<file path="src/rtl/vga_fb_if.sv">
// Bundle of the fetch, write and frame-buffer RAM signals around vga_fb_arbiter.
// The slave modport is the arbiter side; master is the requester/RAM side.
interface vga_fb_if #(
  parameter int ADDR_W = 17,
  parameter int DATA_W = 12,
  parameter int LEN_W  = 10
);
  logic              fetch_req;
  logic [ADDR_W-1:0] fetch_addr;
  logic [LEN_W-1:0]  fetch_len;
  logic              fetch_ack;
  logic              fetch_dvalid;
  logic [DATA_W-1:0] fetch_data;
  logic              fetch_done;
  logic              wr_valid;
  logic [ADDR_W-1:0] wr_addr;
  logic [DATA_W-1:0] wr_data;
  logic              wr_ready;
  logic              busy;
  logic              mem_en;
  logic              mem_we;
  logic [ADDR_W-1:0] mem_addr;
  logic [DATA_W-1:0] mem_wdata;
  logic [DATA_W-1:0] mem_rdata;

  modport slave (
    input  fetch_req, fetch_addr, fetch_len, wr_valid, wr_addr, wr_data, mem_rdata,
    output fetch_ack, fetch_dvalid, fetch_data, fetch_done, wr_ready, busy,
           mem_en, mem_we, mem_addr, mem_wdata
  );

  modport master (
    output fetch_req, fetch_addr, fetch_len, wr_valid, wr_addr, wr_data, mem_rdata,
    input  fetch_ack, fetch_dvalid, fetch_data, fetch_done, wr_ready, busy,
           mem_en, mem_we, mem_addr, mem_wdata
  );
endinterface

</file>
<file path="src/rtl/vga_fb_arbiter.sv">
// Single-port frame-buffer arbiter: scanout burst reads have priority, and one
// write slot is guaranteed in the first idle cycle after every burst.
//
// state | meaning
// IDLE  | serve single writes; accept a fetch burst (fetch wins unless grace)
// FETCH | issue one read per cycle until the burst length is exhausted
module vga_fb_arbiter #(
  parameter int ADDR_W = 17,
  parameter int DATA_W = 12,
  parameter int LEN_W  = 10
) (
  input  logic        pclk,
  input  logic        rst,
  vga_fb_if.slave     bus
);

  typedef enum logic {IDLE, FETCH} state_t;

  localparam logic [ADDR_W-1:0] ADDR_ONE = ADDR_W'(1);
  localparam logic [LEN_W-1:0]  LEN_ONE  = LEN_W'(1);

  state_t            state_q, state_d;
  logic [ADDR_W-1:0] cur_addr_q, cur_addr_d;
  logic [LEN_W-1:0]  remaining_q, remaining_d;
  logic              grace_q, grace_d;
  logic              dvalid_q, dvalid_d;
  logic              done_q, done_d;
  logic              accept;
  logic              wr_grant;

  always_ff @(posedge pclk or posedge rst) begin
    if (rst) begin
      state_q     <= IDLE;
      cur_addr_q  <= '0;
      remaining_q <= '0;
      grace_q     <= 1'b0;
      dvalid_q    <= 1'b0;
      done_q      <= 1'b0;
    end else begin
      state_q     <= state_d;
      cur_addr_q  <= cur_addr_d;
      remaining_q <= remaining_d;
      grace_q     <= grace_d;
      dvalid_q    <= dvalid_d;
      done_q      <= done_d;
    end
  end

  always_comb begin
    state_d       = state_q;
    cur_addr_d    = cur_addr_q;
    remaining_d   = remaining_q;
    grace_d       = grace_q;
    dvalid_d      = 1'b0;
    done_d        = 1'b0;
    accept        = 1'b0;
    wr_grant      = 1'b0;
    bus.wr_ready  = 1'b0;
    bus.mem_en    = 1'b0;
    bus.mem_we    = 1'b0;
    bus.mem_addr  = '0;
    bus.mem_wdata = '0;

    case (state_q)
      IDLE: begin
        // grace only survives a single idle cycle, used or not
        grace_d      = 1'b0;
        bus.wr_ready = !rst && (!bus.fetch_req || grace_q);
        wr_grant     = bus.wr_ready && bus.wr_valid;
        accept       = !rst && bus.fetch_req && !(grace_q && bus.wr_valid);
        if (wr_grant) begin
          bus.mem_en    = 1'b1;
          bus.mem_we    = 1'b1;
          bus.mem_addr  = bus.wr_addr;
          bus.mem_wdata = bus.wr_data;
        end
        if (accept) begin
          cur_addr_d  = bus.fetch_addr;
          remaining_d = bus.fetch_len;
          if (bus.fetch_len != '0) state_d = FETCH;
          else                     done_d  = 1'b1;
        end
      end
      FETCH: begin
        bus.mem_en   = 1'b1;
        bus.mem_addr = cur_addr_q;
        dvalid_d     = 1'b1;
        cur_addr_d   = cur_addr_q + ADDR_ONE;
        remaining_d  = remaining_q - LEN_ONE;
        if (remaining_q == LEN_ONE) begin
          state_d = IDLE;
          grace_d = 1'b1;
          done_d  = 1'b1;
        end
      end
    endcase
  end

  always_comb begin
    bus.fetch_ack    = accept;
    bus.busy         = (state_q == FETCH);
    bus.fetch_dvalid = dvalid_q;
    bus.fetch_done   = done_q;
    bus.fetch_data   = dvalid_q ? bus.mem_rdata : '0;
  end

endmodule

</file>
<file path="src/flat_wrapper.sv">
// flat-port wrapper written by rule: the top's interface ports become plain ports
module vga_fb_arbiter_flat 
#(
  parameter int ADDR_W = 17,
  parameter int DATA_W = 12,
  parameter int LEN_W  = 10
)
  (pclk, rst, bus_fetch_req, bus_fetch_addr, bus_fetch_len, bus_wr_valid, bus_wr_addr, bus_wr_data, bus_mem_rdata, bus_fetch_ack, bus_fetch_dvalid, bus_fetch_data, bus_fetch_done, bus_wr_ready, bus_busy, bus_mem_en, bus_mem_we, bus_mem_addr, bus_mem_wdata);
  vga_fb_if #(.ADDR_W(ADDR_W), .DATA_W(DATA_W), .LEN_W(LEN_W)) bus_i ();
  input  logic pclk;
  input  logic rst;
  input wire logic [$bits(bus_i.fetch_req)-1:0] bus_fetch_req;
  input wire logic [$bits(bus_i.fetch_addr)-1:0] bus_fetch_addr;
  input wire logic [$bits(bus_i.fetch_len)-1:0] bus_fetch_len;
  input wire logic [$bits(bus_i.wr_valid)-1:0] bus_wr_valid;
  input wire logic [$bits(bus_i.wr_addr)-1:0] bus_wr_addr;
  input wire logic [$bits(bus_i.wr_data)-1:0] bus_wr_data;
  input wire logic [$bits(bus_i.mem_rdata)-1:0] bus_mem_rdata;
  output wire logic [$bits(bus_i.fetch_ack)-1:0] bus_fetch_ack;
  output wire logic [$bits(bus_i.fetch_dvalid)-1:0] bus_fetch_dvalid;
  output wire logic [$bits(bus_i.fetch_data)-1:0] bus_fetch_data;
  output wire logic [$bits(bus_i.fetch_done)-1:0] bus_fetch_done;
  output wire logic [$bits(bus_i.wr_ready)-1:0] bus_wr_ready;
  output wire logic [$bits(bus_i.busy)-1:0] bus_busy;
  output wire logic [$bits(bus_i.mem_en)-1:0] bus_mem_en;
  output wire logic [$bits(bus_i.mem_we)-1:0] bus_mem_we;
  output wire logic [$bits(bus_i.mem_addr)-1:0] bus_mem_addr;
  output wire logic [$bits(bus_i.mem_wdata)-1:0] bus_mem_wdata;
  assign bus_i.fetch_req = bus_fetch_req;
  assign bus_i.fetch_addr = bus_fetch_addr;
  assign bus_i.fetch_len = bus_fetch_len;
  assign bus_i.wr_valid = bus_wr_valid;
  assign bus_i.wr_addr = bus_wr_addr;
  assign bus_i.wr_data = bus_wr_data;
  assign bus_i.mem_rdata = bus_mem_rdata;
  assign bus_fetch_ack = bus_i.fetch_ack;
  assign bus_fetch_dvalid = bus_i.fetch_dvalid;
  assign bus_fetch_data = bus_i.fetch_data;
  assign bus_fetch_done = bus_i.fetch_done;
  assign bus_wr_ready = bus_i.wr_ready;
  assign bus_busy = bus_i.busy;
  assign bus_mem_en = bus_i.mem_en;
  assign bus_mem_we = bus_i.mem_we;
  assign bus_mem_addr = bus_i.mem_addr;
  assign bus_mem_wdata = bus_i.mem_wdata;
  vga_fb_arbiter #(.ADDR_W(ADDR_W), .DATA_W(DATA_W), .LEN_W(LEN_W)) u_core (.pclk(pclk), .rst(rst), .bus(bus_i));
endmodule
</file>
<file path="config.mk">
export PLATFORM = sky130hd
export DESIGN_NAME = vga_fb_arbiter_flat
export DESIGN_NICKNAME = d
export VERILOG_FILES = /design/src/rtl/vga_fb_if.sv /design/src/rtl/vga_fb_arbiter.sv /design/src/flat_wrapper.sv
export SDC_FILE = /design/constraint.sdc
export NUM_CORES = 1
export LEC_CHECK = 0
export BUFFER_PORTS_ARGS = -buffer_cell sky130_fd_sc_hd__buf_2
export CORE_AREA = 5 5 93 95
export CTS_BUF_LIST = sky130_fd_sc_hd__clkbuf_8
export DETAILED_ROUTE_END_ITERATION = 16
export DIE_AREA = 0 0 98 100
export PLACE_DENSITY = 0.6
export SETUP_SLACK_MARGIN = 0.15
export SKIP_LAST_GASP = 1
export SLEW_MARGIN = 40
export SYNTH_ARGS = -nofsm -noshare
export SYNTH_HDL_FRONTEND = slang
export SYNTH_SLANG_ARGS = --single-unit
</file>
<file path="constraint.sdc">
create_clock -name pclk -period 4.5 [get_ports pclk]
set_clock_uncertainty 0.1 [all_clocks]
set_input_delay 0.225 -clock pclk [delete_from_list [all_inputs] [get_ports pclk]]
set_output_delay 0.225 -clock pclk [all_outputs]
set_load 0.005 [all_outputs]
</file>
==> impl_results.md <==
* Status: finished clean
* Initial Utilization at 29.52%
* Routability cong. at 0.9043
* Die area at 9800 sq um
* Synth cell types at 55
* Hold Fails Final Rpt at 0
* Largest net degree at the start of global routing at 48
* F_max at 387.9 MHz
* Drc violations at 0
* Post-CTS Resized at 0
* CTS Buf Count at 5
* WP data required at 4.18 ns
* Pleak at 1.442 nW
* Hold Crit Class: in -> reg
* Clock-pin transition on the worst setup and hold timing paths at 0.07 ns
* DR WL/cell at 15.28 um
* Comb pwr share at 42.7%
* Met3 WL post-DR at 453 um
* Longest Clk Path Bufs at 2
* Final instance area at 3005 sq um
* Synth top area share at 34.37%
* Worst Setup Path Type: reg -> out
* Chip width at 98 um
* Uppermost layer routed: met4
* H-tree depth at 2
* Sequential share of power at 40.8%
* Post-synth EDFFs at 0
* Final ANT Viol Nets at 0
* Antenna Cells at 0
* Hold Crit Endpoint: u_core.cur_addr_q[11]
* Setup crit start: u_core.bus.busy
* Slew @ Worst Pin at 0.7613 ns
* Share of cells above drive strength 1 at 39.39%
* Warnings, synthesis at 0
* Synthesized net count at 321
* Worst-Skew Late Latency at 0.28 ns
* CTS tree: done
* Clock share of power at 16.6%
* Via density at 5.070
* Final Max Tran Viols at 0
* CP max FO at 20
* First-pass iteration count of the detailed router at 4
* Reg2reg start: u_core.bus.busy
* Mean Syn Cell Area at 9.175 sq um
* Critical Path End Type: output port
* Switching pwr at 0.0005717 W
* Met2 WL at 3431 um
* Gate Count Post-Synth at 246
* FF-to-FF End: u_core.cur_addr_q[15]
* Routed vias at 2332
* Min-Delay Path Depth at 3
* Register area at 775.7 sq um
* RSZ-0062 raised after global routing: no
* Switching Share at 39.32%
* Post-DP HPWL at 5435 um
* Slew headroom at 49.19%
* Reg2Reg Setup Slack at 2.11 ns
* Area contributors post-synth: dfrtp_1 (34%), mux2i_1 (9.3%), a22o_1 (6.2%)
* Row cnt at 32
* Final min period at 2.578 ns
* CP arrival at 2.25 ns
* CTS Hold Bufs at 1
* Multi-input gate area at 1336 sq um
* Vias in the first global route at 2410
* GRT Util Overall at 14.47%
* R2R depth at 5
* Core outline area at 7647 sq um
* Clock sinks at 31
* Hold Path Origin: bus_fetch_addr[11]
* Nets at 432
* # Post-CTS Setup Buffers at 0
* Gr ovfl total at 0
* Post-Place Cell Area at 2895 sq um
* Predominant post-synthesis flop cell: dfrtp_1
* Largest area contributor in the netlist: dfrtp_1
* P&R area growth vs syn at 33.15%
* Power Internal at 0.0008823 W
* Initial antenna violation count at 0
* VDD IR max at 0.2915 mV
* Setup violators final at 0
* Max_cap viols at 0
* Cell area after synthesis at 2257 sq um
* Met1 wire length at 3070 um
* # fillers at 786
* PwrDens at 483.8 nW/um^2
* First-pass GRT wire length at 11750 um
* Post-synthesis async set-or-reset flop share at 100.0%
* Root Driver: clkbuf_8
* Final WL at 7027 um
* Die Y at 100 um
* DR iter-0 viols at 133
* Setup_tns at 0 ns
* Startpoint Class: register
* IO Pins at 120
* PortBufs at 119
* Sequential area share after synthesis at 34.37%
* Ratio of final minimum period to clock period at 57.29%
* Synth Register Bits at 31
[flip-flops by register name (all words and copies together), names as in the netlist]
name / cells
u_core.bus.fetch_done: 1
u_core.bus.busy: 1
u_core.cur_addr_q: 17
u_core.bus.fetch_dvalid: 1
u_core.remaining_q: 10
u_core.grace_q: 1
[worst max-delay path, cell delays in order, from the launching register on]
cell      delay, ns
dfrtp_1        0.38
inv_1          0.56
nand3_1        0.55
clkinv_1       0.32
buf_2          0.16
[cell usage in the layout, fill, tap and decap left out, drive strengths merged, types with 2 or more instances in the layout]
cell    count
buf       122
dfrtp      31
mux2i      21
a22o       17
nand2      16
nand3      14
and3       14
and2       14
nand4      11
inv        10
a21oi       9
o21ai       8
nor2        7
clkbuf      7
o211ai      5
xnor2       5
xor2        5
nor4        4
ha          3
o221a       3
a211oi      3
or3         2
nor3        2
nor4b       2
[kinds of logic after synthesis]
group	share of synthesized area (%)
mux	9.313
flops	34.37
fa+ha+maj	1.663
xor+xnor	3.880
simple gates	24.17
buf+inv	6.707
compound gates	19.90
[worst max-delay path by stage]
stage | end | slack, ns | cells past startpoint
after global routing | bus_fetch_ack | 1.69 | 4
after global placement | u_core.cur_addr_q[15] | 2.05 | 5
after floorplan | bus_mem_addr[10] | 2.28 | 5
after detailed placement | u_core.cur_addr_q[15] | 2.06 | 5
final | bus_fetch_ack | 1.92 | 4
after CTS | bus_fetch_ack | 1.83 | 4
[power by group through the flow]
stage / clock [W] / combinational, W / sequential (W)
CTS: 0.000249 / 0.000626 / 0.000591
global placement: 0 / 0.000609 / 0.000594
global route: 0.000264 / 0.000710 / 0.000618
floorplan: 0 / 0.000496 / 0.000520
finish: 0.000241 / 0.000620 / 0.000593
detailed placement: 0 / 0.000625 / 0.000596
[area by class of cell]
type	instances	area share (%)
timing repair buffer	123	20.90
clock inverter	1	0.1249
tap	102	4.246
clock buffer	7	3.206
multi-input combinational	186	44.46
sequential	31	25.81
inverter	10	1.249
[per-stage QoR]
step	util, %	setup WS (ns)	total power (W)	std cells	hold slack (ns)
6_report	39.30	1.922	0.001454	460	0.07584
4_1_cts	39.30	1.828	0.001467	460	0.06384
3_3_place_gp	37.78	2.053	0.001204	451	0.2897
5_1_grt	39.30	1.685	0.001592	460	0.06963
3_5_place_dp	37.86	2.061	0.001220	451	0.3020
2_1_floorplan	-	2.281	0.001016	246	0.2370
[synthesized netlist by cell type (all sizes together), types with 4 or more instances]
| library cell | count |
|---|---|
| nand3 | 14 |
| xnor2 | 5 |
| inv | 9 |
| xor2 | 5 |
| mux2i | 21 |
| dfrtp | 31 |
| and3 | 14 |
| nor4 | 4 |
| nand2 | 16 |
| o211ai | 5 |
| a21oi | 9 |
| nand4 | 11 |
| and2 | 14 |
| clkbuf | 7 |
| a22o | 17 |
| buf | 12 |
| o21ai | 8 |
| nor2 | 7 |
[per-layer routing]
metal / vias to the layer above / track usage [%]
met5: - / 0
met2: 84 / 23.56
met4: 0 / 5.005
met1: 1099 / 18.55
met3: 6 / 3.961
li1: 1143 / -
No activity file was read; power rests on OpenSTA's default activity.
